**src/rtl/xor_arb_pkg.sv**
```systemverilog
// Shared types and constants for the round-robin XOR unit arbiter.
// Parity helper is used only when XOR_ARB_PARITY_EN is defined.
package xor_arb_pkg;

  localparam int DEFAULT_WIDTH = 16;

  typedef enum logic [1:0] {
    IDLE = 2'd0,
    EXEC = 2'd1,
    RESP = 2'd2
  } state_e;

  typedef logic req_id_t;

  // Zero-extension does not change the reduction XOR, so any WIDTH up to 64 fits.
  function automatic logic reduce_parity(input logic [63:0] v);
    return ^v;
  endfunction

endpackage

```
**src/rtl/xor_core.sv**
```systemverilog
// Purely combinational WIDTH-bit bitwise XOR datapath shared by the arbiter.
module xor_core #(
  parameter int WIDTH = 16
) (
  input  logic [WIDTH-1:0] a,
  input  logic [WIDTH-1:0] b,
  output logic [WIDTH-1:0] y
);

  assign y = a ^ b;

endmodule

```
**src/rtl/xor_unit_arbiter.sv**
```systemverilog
// Round-robin arbiter sharing one xor_core between two valid/ready requesters.
// Optional macro XOR_ARB_PARITY_EN adds a registered resp_parity output.
module xor_unit_arbiter
  import xor_arb_pkg::*;
#(
  parameter int WIDTH = DEFAULT_WIDTH
) (
  input  logic             clk,
  input  logic             rst,
  input  logic [1:0]       req_valid,
  output logic [1:0]       req_ready,
  input  logic [WIDTH-1:0] req_a0,
  input  logic [WIDTH-1:0] req_b0,
  input  logic [WIDTH-1:0] req_a1,
  input  logic [WIDTH-1:0] req_b1,
  output logic [1:0]       resp_valid,
  input  logic [1:0]       resp_ready,
  output logic [WIDTH-1:0] resp_data,
  output logic             resp_id,
`ifdef XOR_ARB_PARITY_EN
  output logic             resp_parity,
`endif
  output logic             busy
);

  state_e           state_r;
  req_id_t          prio_r;
  req_id_t          id_r;
  logic [WIDTH-1:0] op_a_r;
  logic [WIDTH-1:0] op_b_r;
  logic [WIDTH-1:0] core_y;
  logic             grant_vld;
  req_id_t          grant_id;

  xor_core #(.WIDTH(WIDTH)) u_core (
    .a (op_a_r),
    .b (op_b_r),
    .y (core_y)
  );

  // Contention goes to prio_r; a lone requester always wins.
  always_comb begin
    grant_vld = 1'b0;
    grant_id  = 1'b0;
    case (req_valid)
      2'b01: begin
        grant_vld = 1'b1;
        grant_id  = 1'b0;
      end
      2'b10: begin
        grant_vld = 1'b1;
        grant_id  = 1'b1;
      end
      2'b11: begin
        grant_vld = 1'b1;
        grant_id  = prio_r;
      end
      default: begin
        grant_vld = 1'b0;
        grant_id  = 1'b0;
      end
    endcase
  end

  // Handshake strobes decoded from the registered state.
  always_comb begin
    req_ready  = 2'b00;
    resp_valid = 2'b00;
    if ((state_r == IDLE) && grant_vld) begin
      req_ready = grant_id ? 2'b10 : 2'b01;
    end else begin
      req_ready = 2'b00;
    end
    if (state_r == RESP) begin
      resp_valid = id_r ? 2'b10 : 2'b01;
    end else begin
      resp_valid = 2'b00;
    end
  end

  assign busy = (state_r != IDLE);

  // Accept / compute / respond sequencing; reset drops any in-flight operation.
  always_ff @(posedge clk) begin
    if (rst) begin
      state_r     <= IDLE;
      prio_r      <= 1'b0;
      id_r        <= 1'b0;
      op_a_r      <= '0;
      op_b_r      <= '0;
      resp_data   <= '0;
      resp_id     <= 1'b0;
`ifdef XOR_ARB_PARITY_EN
      resp_parity <= 1'b0;
`endif
    end else begin
      case (state_r)
        IDLE: begin
          if (grant_vld) begin
            op_a_r  <= grant_id ? req_a1 : req_a0;
            op_b_r  <= grant_id ? req_b1 : req_b0;
            id_r    <= grant_id;
            state_r <= EXEC;
          end
        end
        EXEC: begin
          resp_data   <= core_y;
          resp_id     <= id_r;
`ifdef XOR_ARB_PARITY_EN
          resp_parity <= reduce_parity(64'(core_y));
`endif
          state_r     <= RESP;
        end
        RESP: begin
          if (resp_ready[id_r]) begin
            prio_r  <= ~id_r;
            state_r <= IDLE;
          end
        end
        default: begin
          state_r <= IDLE;
        end
      endcase
    end
  end

endmodule
```
**config.mk**
```make
export PLATFORM = sky130hd
export DESIGN_NAME = xor_unit_arbiter
export DESIGN_NICKNAME = d
export VERILOG_FILES = /design/src/rtl/xor_arb_pkg.sv /design/src/rtl/xor_core.sv /design/src/rtl/xor_unit_arbiter.sv
export SDC_FILE = /design/constraint.sdc
export NUM_CORES = 1
export LEC_CHECK = 0
export ABC_AREA = 1
export CAP_MARGIN = 20
export CORE_MARGIN = 2
export CORE_UTILIZATION = 41
export DETAILED_ROUTE_END_ITERATION = 16
export PLACE_DENSITY = 0.87
export SETUP_SLACK_MARGIN = 0.05
export SYNTH_ARGS = -nofsm -noshare
export SYNTH_HDL_FRONTEND = slang
export SYNTH_SLANG_ARGS = --single-unit
```
**constraint.sdc**
```tcl
create_clock -name clk -period 1.15 [get_ports clk]
set_clock_uncertainty 0.05 [all_clocks]
set_input_delay 0.1725 -clock clk [delete_from_list [all_inputs] [get_ports clk]]
set_output_delay 0.1725 -clock clk [all_outputs]
set_load 0.01 [all_outputs]
```
==> key figures <==
Logic synthesis
  – Commonest cells post-synth: nand2_1 (72), dfxtp_1 (53), nand3_1 (41)
  – Dominant synthesized flop cell: dfxtp_1
  – Synthesized Nets: 425
  – Number of distinct library cells after synthesis: 25
  – Flops & latches, synth: 53
  – Post-synth EDFFs: 0
  – Top-area cell type share of the netlist area: 0.384
  – Synth area leaders: dfxtp_1 (38%), nand2_1 (9.8%), nand3_2 (8.3%)
  – Sequential area share after synthesis: 0.384
  – Syn. warnings: 0
  – Syn Area/Cell: 7.78 um^2
  – Mapped Cells: approximately 360
  – Asr flop ratio synth: 0
  – Count leader, synth: nand2_1
  – Syn Std Cell Area: about 2800 um^2
  – Area leader, netlist: dfxtp_1

Placement
  – Post-Place Setup Slack: -0.733 ns
  – PortBufs: 91
  – Detailed placement HPWL: 5.32 mm
  – Final GP Congestion: 0.836
  – Area after DPL: 3780 um^2

Clocking
  – CTS tree: built
  – Root buffer cell: clkbuf_8
  – CTS Sinks: 53
  – TritonCTS buffer count: 5
  – Worst skew pair latency: approximately 0.30 ns
  – Hold-fix buffers, CTS: 0
  – Reg clk slew, reported paths: 0.09 ns
  – H-tree Lvls: 2
  – CTS max path bufs: 2

Power and ir drop
  – Maximum VDD drop: 0.000587 V
  – Leak pwr: 2.00 nW
  – Overall power: 5.22 mW
  – Power density cells: 1160 nW/um^2

Finish
  – Share of post-route cells with drive strength above 1: 0.364
  – Post-Layout Inst Area: ~4500 um^2
  – Area grow syn2layout: 62.5%
  – Final net count: 542
  – Final core occ: 0.699
  – Fillers: 483
  – Antenna diode count: 0

Hold path
  – Worst Hold Class: reg2reg

Global route
  – Largest net degree at the start of global routing: 35
  – Global-route wire length before repair: 13.9 mm
  – Total gr overflow: 0
  – GRT Overall Usage: 0.238
  – Initial antenna violation count: 0
  – Vias in the first global route: between 2000 and 3000

Critical path
  – Element type at the critical path start: register
  – Max FO, Critical Path: 3
  – Required time of the critical path: 0.93 ns
  – Critical path class: reg2out
  – CP endpoint kind: output pin
  – Worst Path Arrival: around 1.2 ns

Outcome
  – Status: complete, but fails checks
  – Failing checks: setup timing

Die
  – Die W: 86.1 um
  – Core Rows: 29
  – Die Ht: between 80 and 90 um
  – I/O pins: 92
  – Starting density of the core: 0.430
  – CORE AREA: 6420 um^2
  – Full die area: 7410 um^2

STA
  – Final Hold Fails: 0
  – Relative slew slack: 0.827
  – Fin worst setup slack: -0.244 ns
  – Slew @ Worst Pin: around 0.26 ns
  – FMAX: just over 0.7 GHz
  – Fin crit period: 1.39 ns
  – Period utilization: 1.21
  – Final setup viols: 56
  – RSZ-0062 raised after global routing: yes
  – Max Slew Vio Count: 0

Routing
  – DR WL/cell: 17.0 um
  – # DRC: 0
  – WL final: 9.36 mm
  – Drt pass-1 iters: 5
  – Total number of vias: 3028
  – Routed vias/inst: 5.51
  – Post-route ant nets: 0
  – 1st-iter DRT viols: 223

Job
  – Max cap viols: 0
==> through the flow <==
step	setup TNS, ns	instances	hold slack (ns)
6_report	-8.21	550	0.445
5_1_grt	-11.03	550	0.459
4_1_cts	-4.05	542	0.414
3_5_place_dp	-26.42	514	0.417
3_3_place_gp	-24.70	514	0.415
2_1_floorplan	0	355	0.185
==> placed cells by master, fill, tap and decap left out, types with 16 or more instances in the layout <==
cell type	netlist	routed
buf_4	8	19
clkdlybuf4s50_1	0	67
nand3_2	23	23
nand4_1	32	32
dfxtp_1	53	35
inv_1	38	35
xnor2_1	16	16
nand2_1	72	69
nand3_1	41	41
a21oi_2	0	18
==> routing by layer <==
metal | vias up | GRT usage | wire length (um)
met4 | 0 | 0.0722 | 222
met1 | 1454 | 0.299 | 3870
met5 | - | 0 | 0
met3 | 23 | 0.0395 | 494
met2 | 139 | 0.416 | 4780
li1 | 1412 | - | -
==> flip-flops by register name, indices dropped and copies added (netlist names) <==
name	flops
prio_r	1
op_b_r	16
op_a_r	16
state_r	2
resp_data	16
resp_id	1
id_r	1
==> critical path: stages (launching register included) <==
cell and delay [ns]:
dfxtp_4 0.38, nor2_4 0.18, o21ai_4 0.10, nor2_4 0.10, buf_6 0.11
==> layout make-up <==
| cell class | count | area (um^2) | share of cell area |
|---|---|---|---|
| Multi-Input combinational cell | 236 | 1600 | 0.357 |
| Timing Repair Buffer | 136 | 1460 | 0.325 |
| Sequential cell | 53 | 1090 | 0.243 |
| Inverter | 40 | 158 | 0.0351 |
| Tap cell | 77 | 96.3 | 0.0215 |
| Clock buffer | 6 | 72.6 | 0.0162 |
| Clock inverter | 2 | 10.0 | 0.00223 |
==> power by group <==
group          internal (mW)  leakage (nW)  switching [mW]
Sequential              2.03         0.444           0.153
Clock                  0.424        0.0450           0.589
Combinational           1.04          1.51           0.974
Total                   3.50          2.00            1.72
==> repair_timing <==
action	CTS	global route
endpoints found under the hold margin	0	0
setup buffers	16	12
resized for setup	132	68
pin swaps	9	8
setup endpoints to repair	73	73
cloned	5	3
==> logic make-up (layout without fill, tap and decap cells) <==
kind of cell    after synthesis  in the layout  synth area share
simple gates                181            182             0.366
compound gates               38             38            0.0734
buf+inv                      67            184             0.126
flops                        53             53             0.384
xor+xnor                     16             16            0.0507
==> final timing paths <==
path,from,end,slack [ns],depth (start not counted)
max,state_r[1],req_ready[0],-0.24,4
min,prio_r,prio_r,0.44,2
max reg2reg,state_r[1],op_a_r[14],-0.24,7
min reg2reg,prio_r,prio_r,0.44,2
Power figures use the tool's default switching activity.
